$ cat src/rtl/flash_boot_loader.sv
// flash_boot_loader
//
// Boot-time sequencer. After a load request it reads a program image out of
// the external SPI flash (mode 0, standard READ command 0x03 plus a 24-bit
// address) and writes it byte by byte into PRAM, starting at address 0.
// The CPU is held for the whole load, and is released once the last byte
// has been written.
//
// Ports:
//   sys_clk       only clock; everything runs on its rising edge
//   rst           synchronous active-high reset
//   start         one-cycle load request; ignored while a load is running
//   flash_MISO    serial data from the flash
//   flash_MOSI    serial data to the flash (command, then held low)
//   flash_clk     SPI clock, idles low
//   flash_cs      flash chip select, active low
//   pram_wr_en    one-cycle PRAM write strobe
//   pram_wr_addr  PRAM write address (also the running byte address counter)
//   pram_wr_data  byte being written
//   cpu_hold      high while the loader owns PRAM and the CPU is frozen
//   busy          high while sending the command or reading data
//   done          high once the image is loaded, until the next load or reset
module flash_boot_loader #(
  parameter int          PRAM_AW    = 8,
  parameter int          LOAD_BYTES = 256,
  parameter logic [23:0] FLASH_BASE = 24'h000000,
  parameter int          CLK_DIV    = 2
) (
  input  logic               sys_clk,
  input  logic               rst,
  input  logic               start,
  input  logic               flash_MISO,
  output logic               flash_MOSI,
  output logic               flash_clk,
  output logic               flash_cs,
  output logic               pram_wr_en,
  output logic [PRAM_AW-1:0] pram_wr_addr,
  output logic [7:0]         pram_wr_data,
  output logic               cpu_hold,
  output logic               busy,
  output logic               done
);

  localparam int DIV_W  = $clog2(CLK_DIV);
  localparam int BYTE_W = PRAM_AW + 1;

  localparam logic [DIV_W-1:0]  DIV_LAST  = DIV_W'(CLK_DIV - 1);
  localparam logic [BYTE_W-1:0] LAST_BYTE = BYTE_W'(LOAD_BYTES - 1);
  localparam logic [31:0]       CMD_WORD  = {8'h03, FLASH_BASE};

  typedef enum logic [1:0] {
    IDLE,
    CMD,
    READ,
    DONE
  } state_t;

  state_t              state;
  logic                start_q;
  logic [DIV_W-1:0]    div_cnt;
  logic [5:0]          bit_cnt;
  logic [31:0]         cmd_shift;
  logic [7:0]          rx_shift;
  logic [2:0]          rx_bits;
  logic [BYTE_W-1:0]   byte_cnt;
  logic                byte_ready;
  logic                last_byte;

  // The whole loader is one registered FSM. The load request is registered
  // once, so the flash transaction begins on the edge after start is seen.
  // While a transaction runs, div_cnt paces flash_clk: every CLK_DIV cycles
  // the clock toggles. A rising toggle is where MISO is sampled (and where
  // the flash samples MOSI); a falling toggle is where MOSI moves on to the
  // next command bit. A completed byte raises byte_ready, which turns into
  // the write strobe one edge later; the address counter advances on the
  // edge after the strobe, so it wraps cleanly past the top of PRAM.
  // Completion is taken on the falling toggle that follows the last sample,
  // which returns flash_clk low together with chip select going high.
  always_ff @(posedge sys_clk) begin
    if (rst) begin
      state        <= IDLE;
      start_q      <= 1'b0;
      div_cnt      <= '0;
      bit_cnt      <= '0;
      cmd_shift    <= '0;
      rx_shift     <= '0;
      rx_bits      <= '0;
      byte_cnt     <= '0;
      byte_ready   <= 1'b0;
      last_byte    <= 1'b0;
      flash_MOSI   <= 1'b0;
      flash_clk    <= 1'b0;
      flash_cs     <= 1'b1;
      pram_wr_en   <= 1'b0;
      pram_wr_addr <= '0;
      pram_wr_data <= '0;
      cpu_hold     <= 1'b1;
      busy         <= 1'b0;
      done         <= 1'b0;
    end else begin
      start_q    <= start;
      pram_wr_en <= 1'b0;

      if (pram_wr_en) begin
        pram_wr_addr <= pram_wr_addr + 1'b1;
      end

      if (byte_ready) begin
        pram_wr_en   <= 1'b1;
        pram_wr_data <= rx_shift;
        byte_ready   <= 1'b0;
      end

      case (state)
        IDLE, DONE: begin
          if (start_q) begin
            state        <= CMD;
            flash_cs     <= 1'b0;
            flash_clk    <= 1'b0;
            flash_MOSI   <= CMD_WORD[31];
            cmd_shift    <= {CMD_WORD[30:0], 1'b0};
            div_cnt      <= '0;
            bit_cnt      <= '0;
            rx_shift     <= '0;
            rx_bits      <= '0;
            byte_cnt     <= '0;
            byte_ready   <= 1'b0;
            last_byte    <= 1'b0;
            pram_wr_addr <= '0;
            cpu_hold     <= 1'b1;
            busy         <= 1'b1;
            done         <= 1'b0;
          end
        end

        CMD, READ: begin
          if (div_cnt != DIV_LAST) begin
            div_cnt <= div_cnt + 1'b1;
          end else begin
            div_cnt <= '0;
            if (!flash_clk) begin
              flash_clk <= 1'b1;
              if (state == CMD) begin
                bit_cnt <= bit_cnt + 1'b1;
              end else begin
                rx_shift <= {rx_shift[6:0], flash_MISO};
                rx_bits  <= rx_bits + 1'b1;
                if (rx_bits == 3'd7) begin
                  byte_ready <= 1'b1;
                  byte_cnt   <= byte_cnt + 1'b1;
                  if (byte_cnt == LAST_BYTE) begin
                    last_byte <= 1'b1;
                  end
                end
              end
            end else begin
              flash_clk <= 1'b0;
              if (state == CMD) begin
                // All 32 command bits have been clocked out, so data follows.
                if (bit_cnt == 6'd32) begin
                  state      <= READ;
                  flash_MOSI <= 1'b0;
                end else begin
                  flash_MOSI <= cmd_shift[31];
                  cmd_shift  <= {cmd_shift[30:0], 1'b0};
                end
              end else if (last_byte) begin
                state     <= DONE;
                flash_cs  <= 1'b1;
                busy      <= 1'b0;
                done      <= 1'b1;
                cpu_hold  <= 1'b0;
                last_byte <= 1'b0;
              end
            end
          end
        end

        default: state <= IDLE;
      endcase
    end
  end

endmodule

$ cat config.mk
export PLATFORM = sky130hd
export DESIGN_NAME = flash_boot_loader
export DESIGN_NICKNAME = d
export VERILOG_FILES = /design/src/rtl/flash_boot_loader.sv
export SDC_FILE = /design/constraint.sdc
export NUM_CORES = 1
export LEC_CHECK = 0
export CAP_MARGIN = 20
export CORE_ASPECT_RATIO = 0.5
export CORE_MARGIN = 5
export CORE_UTILIZATION = 56
export DETAILED_ROUTE_END_ITERATION = 8
export PLACE_DENSITY = 0.82
export SLEW_MARGIN = 20
export SYNTH_ARGS = -nofsm -noshare
export SYNTH_HDL_FRONTEND = slang
export SYNTH_SLANG_ARGS = --single-unit
$ cat constraint.sdc
create_clock -name sys_clk -period 2.3 [get_ports sys_clk]
set_clock_uncertainty 0.1 [all_clocks]
set_input_delay 0.23 -clock sys_clk [delete_from_list [all_inputs] [get_ports sys_clk]]
set_output_delay 0.23 -clock sys_clk [all_outputs]
set_load 0.02 [all_outputs]
Yosys cells after proc, flatten, opt, wreduce, memory -nomap -nowiden
Cells that the tools add are included.

Register bits after elaboration: 87. Input bits: 4. Output and inout port bits: 23. Logic and storage cells: 127.

Add/sub/neg operators: 5. Eq/ne operators: 19. Multiplexer cells: 72. Reductions and logical operators: 12.

Operators with widths (number): $mux 32 (5); $pmux 32 s2 (1); $mux 8 (7); $mux 9 (5); $mux 1 (28); $reduce_and 5->1 (5); $mux 6 (4); $ne 2x2->1 const B (9); $pmux 9 s2 (1); $pmux 8 s2 (1); $pmux 1 s2 (7); $mux 2 (6); $mux 3 (4); $ne 3x3->1 const B (4); $pmux 6 s2 (1); $reduce_and 4->1 (3); $add 9x1->9 const B (1); $eq 9x8->1 const B (1); $add 8x1->8 const B (1); $add 6x1->6 const B (1); $eq 6x6->1 const B (1); $pmux 3 s2 (1); $eq 2x2->1 const B (2); $pmux 2 s2 (1); 7 further kinds (8).

Longest topological paths before layout
Depth in word-level cells: 7. Depth in mapped cells: 8. Depth with buffers taken out: 6.

Least setup slack after synthesis
Ideal clock, no wire load.

Path type: register to register. Start: register state[0]. End: register rx_bits[0]. Setup time: 0.128 ns. Data arrival time: 1.641 ns. Data required time: 2.072 ns. Slack: 0.431 ns. Cell stages (with the launch flop): 8. Path buffers: 1. Clock period less this slack: 1.869 ns. Cell sequence: dfxtp_1 > inv_1 > ha_1 > or3b_1 > a21oi_2 > buf_4 > mux2i_1 > nor2_1.

Word-level cells in the longest chain between the ends: 4.

Ends and longest elaborated chain: start: declaration (RTL line 58) `state_t state;`; start signal: assignment (RTL line 81) `state <= IDLE;`; start signal: assignment (RTL line 117) `state <= CMD;`; start signal: assignment (RTL line 161) `state <= READ;`; $eq 2x1->1 (tied with other cells) (RTL line 114, 143); $reduce_or 2->1 (RTL line 114) `case (state)`; $ne 2x2->1 (no line); $reduce_and 4->1 (no line); end signal: assignment (RTL line 147) `rx_bits <= rx_bits + 1'b1;`; end: declaration (RTL line 64) `logic [2:0] rx_bits;`.

Several ways; a longest one is shown, not always the timed one. A chain may end at the register's enable or synchronous reset.

Final worst setup path
Start: register state[0]. End: register rx_shift[4].

Word-level cells in the longest chain between the ends: 4.

Ends and longest elaborated chain: $eq 2x1->1 (tied with other cells) (RTL line 114, 143); $reduce_or 2->1 (RTL line 114); $ne 2x2->1 (no line); $reduce_and 4->1 (no line); end signal: assignment (RTL line 146) `rx_shift <= {rx_shift[6:0], flash_MISO};`; end: declaration (RTL line 63) `logic [7:0] rx_shift;`.

Several ways; a longest one is shown, not always the timed one.

==> flow_summary_export.csv <==
group,metric,value,unit
synthesis,synth_edf_count,0,
clock_tree,cts.htree.levels,3,
worst_setup_path,critPathRequiredTime,2420,ps
synthesis,synth_nets,311,
clock_tree,clock_input_transition_at_the_sequential_cells_of_the_worst_setup_and_hold_paths,80,ps
power_and_ir_drop,vdd_drop_max,0.3887,mV
sta,final_cycle_utilization_of_the_critical_path,95.87,%
final_layout,insertedDiodeCount,0,
placed_design,placed_cell_area,3171,µm²
final_layout,multi_input_area,1463,µm²
grt,grt_overall_usage,19.62,%
final_layout,layout.filler_cells,395,
placed_design,place.gp.congestion,0.8259,
worst_setup_path,path_max_fanout,20,
synthesis,dominantRegCellSynth,"sky130_fd_sc_hd__dfxtp_1",
final_layout,flow.area_growth_from_synthesis,19.64,%
grt,initial_antenna_violation_count,0,
clock_tree,cts_tree,"yes",
route,num_vias,2200,
die,dieWidth,110.3,µm
sta,tns,0,ps
die,num_rows,18,
synthesis,synth.distinct_cells,46,
grt,grt_overflow,0,
synthesis,sequential_share_of_the_synthesized_area,44.09,%
sta,highest_clock_rate,453.5,MHz
sta,report.final.slew_viol_count,0,
final_layout,final_nets,340,
sta,timing.final.hold_violations,0,
route,initialDrtViolationCount,140,
worst_setup_path,cp-start-kind,"register",
clock_tree,cts_root_buf,"sky130_fd_sc_hd__clkbuf_8",
synthesis,ys_async_sr_fraction,0,%
clock_tree,cts-root-to-sink-buffers,2,
power_and_ir_drop,cellPowerDensity,725.7,nW/µm²
die,floorplan_die_height,60.14,µm
clock_tree,postCtsSetupBuffers,0,
power_and_ir_drop,power,2444,µW
final_layout,final_common_cell,"sky130_fd_sc_hd__dfxtp_1",
worst_setup_path,setup.worst_path.end_class,"register",
synthesis,synthesized_instance_count,297,
sta,rsz0062_at_grt,"no",
synthesis,postSynthAreaPerCell,9.479,µm²
sta,fin_hold_ws,349.8,ps
clock_tree,cts-hold-fix-buffers,0,
synthesis,synth.cell_area,2815,µm²
worst_setup_path,timing.setup.critical_path_class,"reg2reg",
clock_tree,number_of_cts_inserted_buffers,9,
route,drt_wl_total,5631,µm
route,post_drt_wl_per_cell,14.04,µm
route,detailed_routing_iteration_count_for_the_pre_antenna_repair_pass,5,
route,route.antenna.remaining_nets,0,
die,fp.dieArea,6631,µm²
final_layout,fraction_of_final_layout_cells_sized_beyond_drive_strength_1,16.31,%
clock_tree,cts_num_sinks,62,
die,initial_utilization,57.60,%
flow_run,cap_violations,0,
sta,finalWorstPathRequiredPeriod,2205,ps
grt,grt_first_pass_wirelength,9956,µm
clock_tree,cts_resized,0,
worst_setup_path,worst-endpoint-arrival,2330,ps
die,ios,27,
route,vias_per_cell,5.486,
grt,grt_pass1_vias,2204,
synthesis,ys.warnings.count,0,
sta,final_report_setup_violation_count,0,
die,coreArea,4887,µm²
sta,worst_pin_slew,587.9,ps
sta,relSlewSlack,60.73,%
final_layout,commonest_non_fill_non_tap_cells_in_the_layout,"sky130_fd_sc_hd__dfxtp_1, sky130_fd_sc_hd__nor2_1, sky130_fd_sc_hd__clkdlybuf4s50_1",
placed_design,count_of_input_and_output_buffers,26,
final_layout,layout.cell_area.non_filler,3368,µm²
power_and_ir_drop,power.static_leakage,0.001141,µW
placed_design,place_hpwl,3906,µm
synthesis,yosys_register_bits,62,
final_layout,seq_area,1241,µm²
clock_tree,clock_latency,330,ps
run_status,outcome,"completed",
grt,grt_start_max_net_pins,26,
worst_hold_path,worstHoldPathType,"in2reg",
route,drcViolationCount,0,
## per-layer routing
metal | vias up | wire, µm | GRT usage, %
met1 | 1044 | 2469 | 22.98
met2 | 54 | 2835 | 33.88
met4 | 0 | 56 | 7.018
met3 | 6 | 269 | 6.688
li1 | 1096 | - | -
met5 | - | 0 | 0
## synthesized netlist by cell type (all sizes together), types with 4 or more instances
| cell | count | area (µm²) |
|---|---|---|
| a211oi | 6 | 45.04 |
| a21oi | 29 | 190.2 |
| buf | 10 | 55.05 |
| clkbuf | 6 | 22.52 |
| dfxtp | 62 | 1241 |
| ha | 10 | 125.1 |
| inv | 9 | 33.79 |
| mux2i | 13 | 130.1 |
| nand2 | 9 | 33.78 |
| nand2b | 15 | 93.84 |
| nand3 | 20 | 150.1 |
| nand4 | 11 | 68.82 |
| nor2 | 37 | 138.9 |
| nor2b | 4 | 25.02 |
| o21ai | 9 | 45.04 |
| xnor2 | 9 | 78.83 |
| xor2 | 8 | 70.07 |
## worst max-delay path, cell delays in order (launching register included)
cell                       delay, ps
sky130_fd_sc_hd__dfxtp_1         370
sky130_fd_sc_hd__inv_1            70
sky130_fd_sc_hd__ha_1            450
sky130_fd_sc_hd__nand2_1         250
sky130_fd_sc_hd__buf_12          210
sky130_fd_sc_hd__a21oi_2         240
sky130_fd_sc_hd__buf_12          200
sky130_fd_sc_hd__nand2b_1        140
sky130_fd_sc_hd__a21oi_2          50
## kinds of logic (layout without fill, tap and decap cells)
group	Yosys count	in the layout	share of synthesized area, %
AND/OR/NAND/NOR	114	114	23.16
flip-flops	62	62	44.09
AO/OA/AOI/OAI	54	54	13.51
buffers and inverters	25	59	3.956
XOR/XNOR	17	17	5.289
multiplexers	15	15	5.555
adder cells (fa/ha/maj)	10	10	4.444
## path summary, 6_finish.rpt
| check | start | to | slack (ps) | cells past startpoint |
|---|---|---|---|---|
| setup / recovery | state[0]$_SDFFE_PP0P_ | rx_shift[4]$_SDFFE_PP0P_ | 90 | 8 |
| hold / removal | start | start_q$_SDFF_PP0_ | 350 | 2 |
| setup reg to reg | state[0]$_SDFFE_PP0P_ | rx_shift[4]$_SDFFE_PP0P_ | 90 | 8 |
| hold reg to reg | cpu_hold$_SDFFE_PP1P_ | cpu_hold$_SDFFE_PP1P_ | 370 | 2 |
## final cells by class
cell class	instances	area share (%)
well taps	70	2.600
inverters	9	1.003
clock buffers	9	3.678
multi-input cells	210	43.42
clock inverters	7	2.192
flip-flops and latches	62	36.85
repair buffers	34	10.25
## power by group
group / switching (µW) / total [µW] / internal (µW)
sequential: 27.9 / 1130 / 1110
combinational: 223 / 373 / 150
clock: 433 / 936 / 503
## stage by stage
step	std cells	utilization, %	worst slack, ps
after floorplan	297	-	431.4
after global placement	385	64.87	250.2
after detailed placement	385	64.87	141.6
after CTS	401	68.92	120.1
after global routing	401	68.92	4.822
final	401	68.92	94.89
## registers in the layout (all words and copies together) (netlist names), 2 cells and up
signal / cells
cmd_shift: 7
pram_wr_data: 8
pram_wr_addr: 8
byte_cnt: 9
bit_cnt: 6
state: 2
rx_bits: 3
rx_shift: 8
(Power assumes the default switching activity.)
